<file path="config.mk">
export PLATFORM = sky130hd
export DESIGN_NAME = operand_stack
export DESIGN_NICKNAME = d
export VERILOG_FILES = /design/src/rtl/stack_pkg.sv /design/src/rtl/stack_regfile.sv /design/src/rtl/operand_stack.sv
export SDC_FILE = /design/constraint.sdc
export NUM_CORES = 1
export LEC_CHECK = 0
export CELL_PAD_IN_SITES_DETAIL_PLACEMENT = 1
export CELL_PAD_IN_SITES_GLOBAL_PLACEMENT = 1
export CORE_UTILIZATION = 51
export DETAILED_ROUTE_END_ITERATION = 8
export GPL_TIMING_DRIVEN = 0
export PLACE_DENSITY_LB_ADDON = 0.2
export SLEW_MARGIN = 20
export SYNTH_ARGS = -nofsm -noshare
export SYNTH_HDL_FRONTEND = slang
export SYNTH_SLANG_ARGS = --single-unit
export TNS_END_PERCENT = 100
</file>
<file path="constraint.sdc">
create_clock -name clk -period 3.05 [get_ports clk]
set_clock_uncertainty 0.15 [all_clocks]
set_input_delay 0.61 -clock clk [delete_from_list [all_inputs] [get_ports clk]]
set_output_delay 0.61 -clock clk [all_outputs]
set_load 0.05 [all_outputs]
</file>
<file path="src/rtl/stack_pkg.sv">
// Shared definitions for the operand stack and the control unit that drives it.
// Latency: n/a (types and constants only).
// Backpressure: n/a.
package stack_pkg;

  localparam int DATA_W_DEF = 8;
  localparam int DEPTH_DEF  = 16;

  // Stack command encodings
  typedef enum logic [1:0] {
    OP_NOP   = 2'b00,
    OP_PUSH  = 2'b01,
    OP_POP   = 2'b10,
    OP_REPL2 = 2'b11
  } op_e;

  // Error codes reported when the error port option is built in
  localparam logic [1:0] ERR_NONE        = 2'b00;
  localparam logic [1:0] ERR_OVERFLOW    = 2'b01;
  localparam logic [1:0] ERR_UNDERFLOW   = 2'b10;
  localparam logic [1:0] ERR_REPL2_SHORT = 2'b11;

endpackage

</file>
<file path="src/rtl/stack_regfile.sv">
// Slot storage for the operand stack: one synchronous write port, two async reads.
// Latency: write visible on the read ports after the clock edge; reads are combinational.
// Backpressure: none; the owner decides when to write.
//
// Ports:
//   clk              clock
//   we/waddr/wdata   write port (physical address 0..DEPTH-1)
//   raddr_a/rdata_a  read port A (async)
//   raddr_b/rdata_b  read port B (async)
// Contents are deliberately not reset.
module stack_regfile #(
  parameter int DATA_W = 8,
  parameter int DEPTH  = 16
) (
  input  logic                     clk,
  input  logic                     we,
  input  logic [$clog2(DEPTH)-1:0] waddr,
  input  logic [DATA_W-1:0]        wdata,
  input  logic [$clog2(DEPTH)-1:0] raddr_a,
  output logic [DATA_W-1:0]        rdata_a,
  input  logic [$clog2(DEPTH)-1:0] raddr_b,
  output logic [DATA_W-1:0]        rdata_b
);

  logic [DATA_W-1:0] mem [DEPTH];

  always_ff @(posedge clk) begin
    if (we) begin
      mem[waddr] <= wdata;
    end
  end

  assign rdata_a = mem[raddr_a];
  assign rdata_b = mem[raddr_b];

endmodule

</file>
<file path="src/rtl/operand_stack.sv">
// Operand stack: PUSH / POP / REPL2 on a DEPTH-entry LIFO with TOS and NOS taps.
// Latency: every command completes on the next rising edge; outputs come from registered state.
// Backpressure: none; illegal commands (overflow/underflow/short REPL2) are dropped.
//
// Ports:
//   clk, reset (async, active-low)
//   op [1:0], din           command and data for PUSH / REPL2
//   tos, nos                top and next-on-stack (0 when absent)
//   index, empty, full      occupancy
// Build option OPERAND_STACK_ERR_EN adds: err (sticky), err_code [1:0], clr_err.
module operand_stack
  import stack_pkg::*;
#(
  parameter int DATA_W = DATA_W_DEF,
  parameter int DEPTH  = DEPTH_DEF
) (
  input  logic                   clk,
  input  logic                   reset,
  input  logic [1:0]             op,
  input  logic [DATA_W-1:0]      din,
  output logic [DATA_W-1:0]      tos,
  output logic [DATA_W-1:0]      nos,
  output logic [$clog2(DEPTH):0] index,
  output logic                   empty,
  output logic                   full
`ifdef OPERAND_STACK_ERR_EN
  ,
  output logic                   err,
  output logic [1:0]             err_code,
  input  logic                   clr_err
`endif
);

  localparam int IDX_W  = $clog2(DEPTH) + 1;
  localparam int ADDR_W = $clog2(DEPTH);

  logic [IDX_W-1:0]  index_q;
  logic              is_push, is_pop, is_repl;
  logic              push_ok, pop_ok, repl_ok;
  logic              rf_we;
  logic [ADDR_W-1:0] rf_waddr;
  logic [ADDR_W-1:0] tos_addr, nos_addr;
  logic [DATA_W-1:0] tos_raw, nos_raw;

  // Occupancy decode
  assign empty = (index_q == '0);
  assign full  = (index_q == IDX_W'(DEPTH));
  assign index = index_q;

  // Command legality
  assign is_push = (op == OP_PUSH);
  assign is_pop  = (op == OP_POP);
  assign is_repl = (op == OP_REPL2);
  assign push_ok = is_push && !full;
  assign pop_ok  = is_pop && !empty;
  assign repl_ok = is_repl && (index_q >= IDX_W'(2));

  // Slot n lives at physical address n-1. PUSH targets slot index+1 (phys index),
  // REPL2 overwrites slot index-1 (phys index-2). Upper bits dropped by truncation;
  // out-of-range values only occur when the result is gated off.
  assign rf_we    = push_ok || repl_ok;
  assign rf_waddr = push_ok ? ADDR_W'(index_q) : ADDR_W'(index_q - IDX_W'(2));
  assign tos_addr = ADDR_W'(index_q - IDX_W'(1));
  assign nos_addr = ADDR_W'(index_q - IDX_W'(2));

  stack_regfile #(
    .DATA_W (DATA_W),
    .DEPTH  (DEPTH)
  ) u_regfile (
    .clk     (clk),
    .we      (rf_we),
    .waddr   (rf_waddr),
    .wdata   (din),
    .raddr_a (tos_addr),
    .rdata_a (tos_raw),
    .raddr_b (nos_addr),
    .rdata_b (nos_raw)
  );

  // Slots are never reset, so mask the taps whenever index excludes them
  assign tos = (index_q >= IDX_W'(1)) ? tos_raw : '0;
  assign nos = (index_q >= IDX_W'(2)) ? nos_raw : '0;

  always_ff @(posedge clk or negedge reset) begin
    if (!reset) begin
      index_q <= '0;
    end else if (push_ok) begin
      index_q <= index_q + IDX_W'(1);
    end else if (pop_ok || repl_ok) begin
      index_q <= index_q - IDX_W'(1);
    end
  end

`ifdef OPERAND_STACK_ERR_EN
  logic       err_new;
  logic [1:0] err_new_code;

  always_comb begin
    err_new      = 1'b0;
    err_new_code = ERR_NONE;
    if (is_push && full) begin
      err_new      = 1'b1;
      err_new_code = ERR_OVERFLOW;
    end else if (is_pop && empty) begin
      err_new      = 1'b1;
      err_new_code = ERR_UNDERFLOW;
    end else if (is_repl && !repl_ok) begin
      err_new      = 1'b1;
      err_new_code = ERR_REPL2_SHORT;
    end
  end

  // A new error wins over clr_err. While err is held the first code is kept,
  // unless clr_err releases it in the same cycle, in which case the new code loads.
  always_ff @(posedge clk or negedge reset) begin
    if (!reset) begin
      err      <= 1'b0;
      err_code <= ERR_NONE;
    end else if (err_new) begin
      err <= 1'b1;
      if (!err || clr_err) begin
        err_code <= err_new_code;
      end
    end else if (clr_err) begin
      err      <= 1'b0;
      err_code <= ERR_NONE;
    end
  end
`endif

endmodule

</file>
# Yosys cells after proc, flatten, opt, wreduce, memory -nomap -nowiden
# Memories as Yosys holds them, arrays and structs flattened.
# Index checks and enable logic that the tools add are counted.
# totals
ff_bits	5
mem_bits_rw	128
input_bits	12
out_inout_bits	23
wordCells	27
memories	1
# classes
addsub	3
n_lt_le_gt_ge	2
n_eq_ne	4
n_mux	7
n_reduce_logical	9
# memory_table
name	words	width	rd	rd_clocked_by_memory_dff	write_ports	line_no	source
u_regfile.mem	16	8	2	0	1	stack_regfile.sv:25	logic [DATA_W-1:0] mem [DEPTH];
# ops
operator	count
two-way mux 8 bit	2
two-way mux 5 bit	2
adder 5 x 1 -> 5 bit (second input constant)	1
equality test 5 bit (second input constant)	1
greater-or-equal comparator 5 x 1 -> 1 bit (second input constant)	1
greater-or-equal comparator 5 x 2 -> 1 bit (second input constant)	1
logical NOT 5 bit	1
subtractor 5 x 1 -> 5 bit (second input constant)	1
equality test 2 bit (second input constant)	2
two-way mux 4 bit	1
subtractor 4 x 2 -> 4 bit (second input constant)	1
logical AND 1 bit	3
equality test 2 x 1 -> 1 bit (second input constant)	1
logical NOT 1 bit	2
logical OR 1 bit	2
two-way mux 1 bit	2
nonzero test 2 bit	1

# Longest topological paths before layout
# Gate-level depths: netlist of the first run.
# logic_depth
word_depth	6
depth_mapped	10
depth_no_buf	7

# Hierarchy
# A second synthesis of the first run with hierarchy kept.
# hier_totals
hier_cells	372
area_unflattened_um2	6786.5
# modules_own_cells
module	instances	cells_each	area_per_inst_um2	seq_area_each_um2
stack_regfile	1	291	6025.8	3843.7
operand_stack	1	81	760.7	125.1

# Least setup slack after synthesis of the first run
# OpenSTA, ideal clock, no wires.
# synth_path
path_type	register to output
startpoint	reg index_q[1] (netlist: index[1])
endpoint	out tos[0]
t_arrival_ps	3282
required_time_ps	2290
path_slack_ps	-992
path_stages_with_launch	9
path_buffers	4
cell_sequence	dfrtp_1 buf_2 inv_1 ha_1 buf_6 buf_6 buf_2 a211oi_1 o32ai_1
# synth_between
elab_chain_cells	3
word_cells_on_any_way	4
cone_classes	add/sub (1); order compare (1); mux (1); memory (1)
# synth_rtl
item	line_no	source
start: declaration	operand_stack.sv:37	logic [IDX_W-1:0] index_q;
start signal: assignment	operand_stack.sv:88	index_q <= index_q + IDX_W'(1);
start signal: assignment	operand_stack.sv:90	index_q <= index_q - IDX_W'(1);
subtractor 5 x 1 -> 5 bit	n/a	
memory read (16 x 8 bit)	n/a	
two-way mux 8 bit *	operand_stack.sv:81	assign tos = (index_q >= IDX_W'(1)) ? tos_raw : '0;
end: declaration	operand_stack.sv:21	output logic [DATA_W-1:0] tos,
# Every way passes the cells marked *; elsewhere a longest branch is shown, timed or not.

# Worst setup path in the final report of the first run
# layout_path
startpoint	reg index_q[1] (netlist: index[1])
endpoint	out tos[4]
# The elaborated chain is that of the path after synthesis.

==> qor.yml, run 1 <==
cts_tree: "yes"
cp_max_fo: 6
route.detailed.drc: 0
holdWs_ns: 0.260
critPathBufInv: 5
synth_top_area_share_pct: 55.9
htreeDepth: 4
crit_path_end_kind: "output pin"
core_area_mm2: 0.0132
cp.required_ns: 2.29
path_delay_family: "multiplexers"
num_io_pins: 35
synth_area_leader_cell: "edfxtp_1"
dieHeight_um: 118
syn_to_final_growth_pct: 35.1
finalHoldViolCount: 0
critical-path-max-stage-delay_ns: 0.54
cp_common_cell: "buf_12"
antenna_found_initial: 0
fmax_ghz: 0.273
yosysSeqAreaShare_pct: 57.7
die_area_mm2: 0.0140
status: "finished with violations"
slew_headroom_pct: 39.1
rsz0062_at_grt: "true"
hold_class: "in2async"
dp.final_hpwl_mm: 13.5
via_per_inst: 7.03
clk_pin_slew_ns: 0.06
cts.path.max_buffers: 2
worstPathCellList: "buf_8 > clkinvlp_4 > ha_4 > buf_12 > buf_12 > mux4_2 > mux2i_4 > o32ai_4 > buf_6"
dp_slack_ns: -1.13
yosys_most_used_dff: "edfxtp_1"
initial_core_util_pct: 52.1
synth_cells: 438
cts_root_buf: "clkbuf_16"
yosysWarnings: 0
synthTopCellsByArea: "edfxtp_1 56%, mux4_2 14%, mux2i_1 5.2%, mux2_1 3.1%, dfrtp_1 1.8%"
grt-ovfl-total: 0
synth_most_common_cell: "edfxtp_1"
ys_async_sr_fraction_pct: 3.76
setup_viol: 112
arrival_ns: 2.90
first_pass_iters: 5
synth_edf_count: 128
critPathLaunchType: "register"
clock_sinks: 133
critical-path-slowest-cell: "mux4_2"
syn-num-nets: 458
grt_pass1_vias: 5128
wirelength_mm: 24.7
rows: 42
drtIter0Drc: 543
fin_crit_sh_pct: 120
cts_hold_buf: 0
worst_slew_pin_slew_ns: 0.908
synthTopCellsByCount: "128 x edfxtp_1, 42 x mux4_2, 36 x mux2i_1, 25 x nor2_1, 19 x mux2_1"
fp.dieW_um: 118
avgSynthCellArea_um2: 15.7
cts_buffers: 17
wire_per_inst_um: 33.9
synth_seq_cells: 133
path_class: "reg2out"
syn_area_mm2: 0.00688
drive_above_1_share_pct: 47.3
setup_slack_ns: -0.613
maxCapViolCount: 0
grt_pass1_wl_mm: 33.3
maxSlewViolCount: 0
diodes: 0
postRouteAntennaNets: 0
grt_use_total_pct: 33.8
violations: "negative setup slack"
period_minus_slack_ns: 3.66
vias: 5116
io_buffer_count: 33
grt_max_degree: 17
synthDistinctLibCells: 50
gp_congestion: 0.869
clk_latency_ns: 0.42
final_nets: 560
## cell families (layout without fill, tap and decap cells)
logic type	after synthesis	in the layout	share of synthesized area (%)
compound gates	91	91	9.04
simple gates	67	67	4.91
xor+xnor	4	4	0.728
buf+inv	36	150	3.71
flops	133	133	57.7
mux	99	99	22.4
fa+ha+maj	8	8	1.46
## layer usage
metal  track usage, %  wire length (um)  share of wire [%]
met3             7.90              1980                8.0
met4             15.1               729                3.0
met5                0                 0                  0
met2             53.9             12300                 50
met1             44.3              9680                 39
## worst register-to-register path, stage by stage (launching register included)
cell and delay, ns:
dfrtp_2 0.44, buf_8 0.13, clkinvlp_4 0.14, buf_4 0.13, ha_1 0.13, buf_4 0.22
nand2_1 0.18, a211oi_1 0.49, o21ai_1 0.43, nor2_4 0.43
## placed cells by master (no fill, tap or decap), types with 5 or more instances in the layout
cell             instances
clkbuf_16               18
clkinvlp_4               7
mux2i_4                 10
mux4_2                  42
buf_12                  14
mux2i_1                 25
buf_4                   50
nand2_1                  6
nor2_2                   5
o21ai_2                  9
clkdlybuf4s50_1         15
a211oi_2                 6
o32ai_4                  8
nor2_1                   7
a21oi_1                 11
edfxtp_1               128
buf_6                   19
nor3_1                   7
o21ai_1                 11
mux2_1                  18
buf_2                    6
buf_8                    5
nor2b_1                 10
o211ai_1                 8
a22oi_2                  8
nor2_4                  13
ha_1                     5
## registers in the layout, indices dropped and copies added (netlist names)
| signal | flops |
|---|---|
| u_regfile.mem | 128 |
| index | 5 |
## timing repair
| action | 4_1_cts | 5_1_grt |
|---|---|---|
| pin swaps | 10 | 10 |
| resized for setup | 221 | 35 |
| cloned | 0 | 1 |
| buffers inserted | 33 | 19 |
| endpoints found under the setup margin | 146 | 130 |
## worst paths after layout
kind / from / end / slack [ns] / cells after the start
min in group clk: index[3] / index[0] / 0.65 / 3
max in group asynchronous: reset / index[2] / 2.27 / 1
worst min-delay path: reset / index[3] / 0.26 / 1
worst max register to register: index[1] / u_regfile.mem[14][2] / -0.18 / 9
worst max-delay path: index[1] / tos[4] / -0.61 / 9
worst min register to register: index[3] / index[0] / 0.65 / 3
## cell type report
class	instances	area [um^2]
clock inverter	14	138
clock buffer	17	425
buffer	27	303
fill	1100	3900
inverter	6	42.5
multi-input combinational	269	3320
tap	176	220
sequential	133	3970
timing repair buffer	86	870
## metrics by stage
stage | setup TNS (ns) | utilization (%) | instances | cell area, um^2
3_3_place_gp | -40.02 | 58.0 | 647 | 7650
2_1_floorplan | -1.74 | - | 438 | 7100
3_5_place_dp | -49.76 | 58.0 | 647 | 7650
5_1_grt | -20.78 | 70.5 | 728 | 9290
6_report | -18.13 | 70.5 | 728 | 9290
4_1_cts | -6.70 | 68.2 | 710 | 9000
Power of run 1 is not shown: default switching activity piles up to over one toggle a cycle in this logic, so the estimate is an artifact.
==> run 2: changes to the inputs <==
--- a/config.mk
+++ b/config.mk
@@ -7,7 +7,7 @@
 export LEC_CHECK = 0
 export CELL_PAD_IN_SITES_DETAIL_PLACEMENT = 1
 export CELL_PAD_IN_SITES_GLOBAL_PLACEMENT = 1
-export CORE_UTILIZATION = 51
+export CORE_UTILIZATION = 33
 export DETAILED_ROUTE_END_ITERATION = 8
 export GPL_TIMING_DRIVEN = 0
 export PLACE_DENSITY_LB_ADDON = 0.2
==> qor.yml, run 2 (synthesis results as in run 1) <==
fp.dieW_um: 146  # +24%
multiInputGateArea_mm2: 0.00328  # -1.4%
finalHoldViolCount: 0  # unchanged
cts_tree: "yes"
cp.required_ns: 2.29  # about the same
crit_path_end_kind: "output pin"
violations: "negative setup slack"
drive_above_1_share_pct: 46.9  # -0.35 points
final_nets: 561  # +0.18%
clk_latency_ns: 0.42  # about the same
cts_root_buf: "clkbuf_16"
top_register: "u_regfile.mem"
setup_slack_ns: -0.464  # +0.149 ns
setup.reg_to_reg.worst_slack_ns: 0.03  # +0.21 ns
fmax_ghz: 0.285  # +4.3%
grt_max_degree: 17  # unchanged
rsz0062_at_grt: "true"
die_area_mm2: 0.0214  # +54%
wire_per_inst_um: 27.1  # -20%
clock_sinks: 133  # unchanged
cp_max_fo: 6  # unchanged
grt_pass1_vias: 5002  # -2.5%
holdWs_ns: 0.285  # +0.0252 ns
critPathLaunchType: "register"
grt_use_total_pct: 21.1  # -13 points
fillers: 1951  # +77%
gp_congestion: 0.816  # -6.1%
reg2reg_from: "index[1]"
num_io_pins: 35  # unchanged
syn_to_final_growth_pct: 38.5
maxCapViolCount: 0  # unchanged
via_per_inst: 5.60  # -20%
fin_crit_sh_pct: 115  # -4.9 points
final_common_cell: "edfxtp_1"
clk_pin_slew_ns: 0.06  # about the same
maxSlewViolCount: 0  # unchanged
grt-ovfl-total: 0  # unchanged
hold_class: "in2async"
dp.final_hpwl_mm: 13.9  # +2.9%
status: "finished with violations"
dieHeight_um: 146  # +24%
htreeDepth: 4  # unchanged
period_minus_slack_ns: 3.51  # -0.149 ns
cts.path.max_buffers: 2  # unchanged
cts_buffers: 17  # unchanged
rr_worst_depth: 9  # unchanged
regArea_mm2: 0.00397  # unchanged
antenna_found_initial: 0  # unchanged
setup_viol: 16  # -86%
first_pass_iters: 4  # -1
route.detailed.drc: 0  # unchanged
grt_pass1_wl_mm: 31.8  # -4.5%
wirelength_mm: 22.4  # -9.4%
largest_register_ffs: 128  # unchanged
initial_core_util_pct: 33.9  # -18 points
core_area_mm2: 0.0203  # +54%
arrival_ns: 2.75  # -0.15 ns
postRouteAntennaNets: 0  # unchanged
slew_headroom_pct: 50.2  # +11 points
path_class: "reg2out"
rows: 52  # +24%
worstReg2RegEnd: "u_regfile.mem[6][2]"
io_buffer_count: 33  # unchanged
final_cell_mix: "128 x edfxtp_1, 43 x buf_4, 42 x mux4_2"
drtIter0Drc: 347  # -36%
vias: 4618  # -9.7%
worst_slew_pin_slew_ns: 0.746  # -0.162 ns
diodes: 0  # unchanged
-- run 2: what timing repair did --
action | 4_1_cts | 5_1_grt
setup buffers | 26 | 24
gates cloned | 1 | 3
hold buffers | 0 | 0
pin swaps | 15 | 15
endpoints found under the setup margin | 146 | 89
gates resized for setup | 222 | 28
-- run 2: layer usage --
metal | share of wire [%] | global-route usage, % | wire length [um]
met1 | 42 | 26.9 | 9460
met2 | 51 | 35.4 | 11500
met3 | 4.6 | 4.06 | 1030
met4 | 1.7 | 8.07 | 389
met5 | 0 | 0 | 0
-- run 2: cell type report --
cell class	instances	area share, %
clock inverter	14	2.11
buffer	28	3.81
timing repair buffer	86	9.50
sequential	133	41.7
inverter	6	0.447
multi-input combinational	269	34.4
clock buffer	18	4.50
tap	270	3.55
-- run 2: worst max path at each step --
stage,from,to,slack (ns),cells past startpoint
2_1_floorplan,index[1],tos[0],-0.15,8
3_3_place_gp,index[1],nos[3],-1.29,8
3_5_place_dp,index[1],nos[5],-1.34,8
4_1_cts,index[1],tos[4],-0.49,9
5_1_grt,index[1],tos[3],-0.56,9
6_report,index[1],tos[3],-0.46,9
-- run 2: worst max-delay path, cell delays in order, from the launching register on --
cell	delay (ns)
dfrtp_2	0.42
buf_12	0.12
clkinvlp_4	0.12
ha_4	0.30
buf_12	0.13
buf_12	0.13
mux4_2	0.54
mux2i_4	0.26
o32ai_4	0.14
buf_6	0.17
-- run 2: per-stage QoR --
stage          TNS (ns)  instances  cell area (um^2)  utilization (%)  setup WS, ns
2_1_floorplan     -1.74        438              7100                -        -0.145
3_3_place_gp     -65.85        741              7760             38.2         -1.29
3_5_place_dp     -70.67        741              7760             38.2         -1.34
4_1_cts           -6.35        799              9150             45.1        -0.490
5_1_grt           -6.98        824              9530             46.9        -0.561
6_report          -5.72        824              9530             46.9        -0.464
Power of run 2 is left out for the same reason.
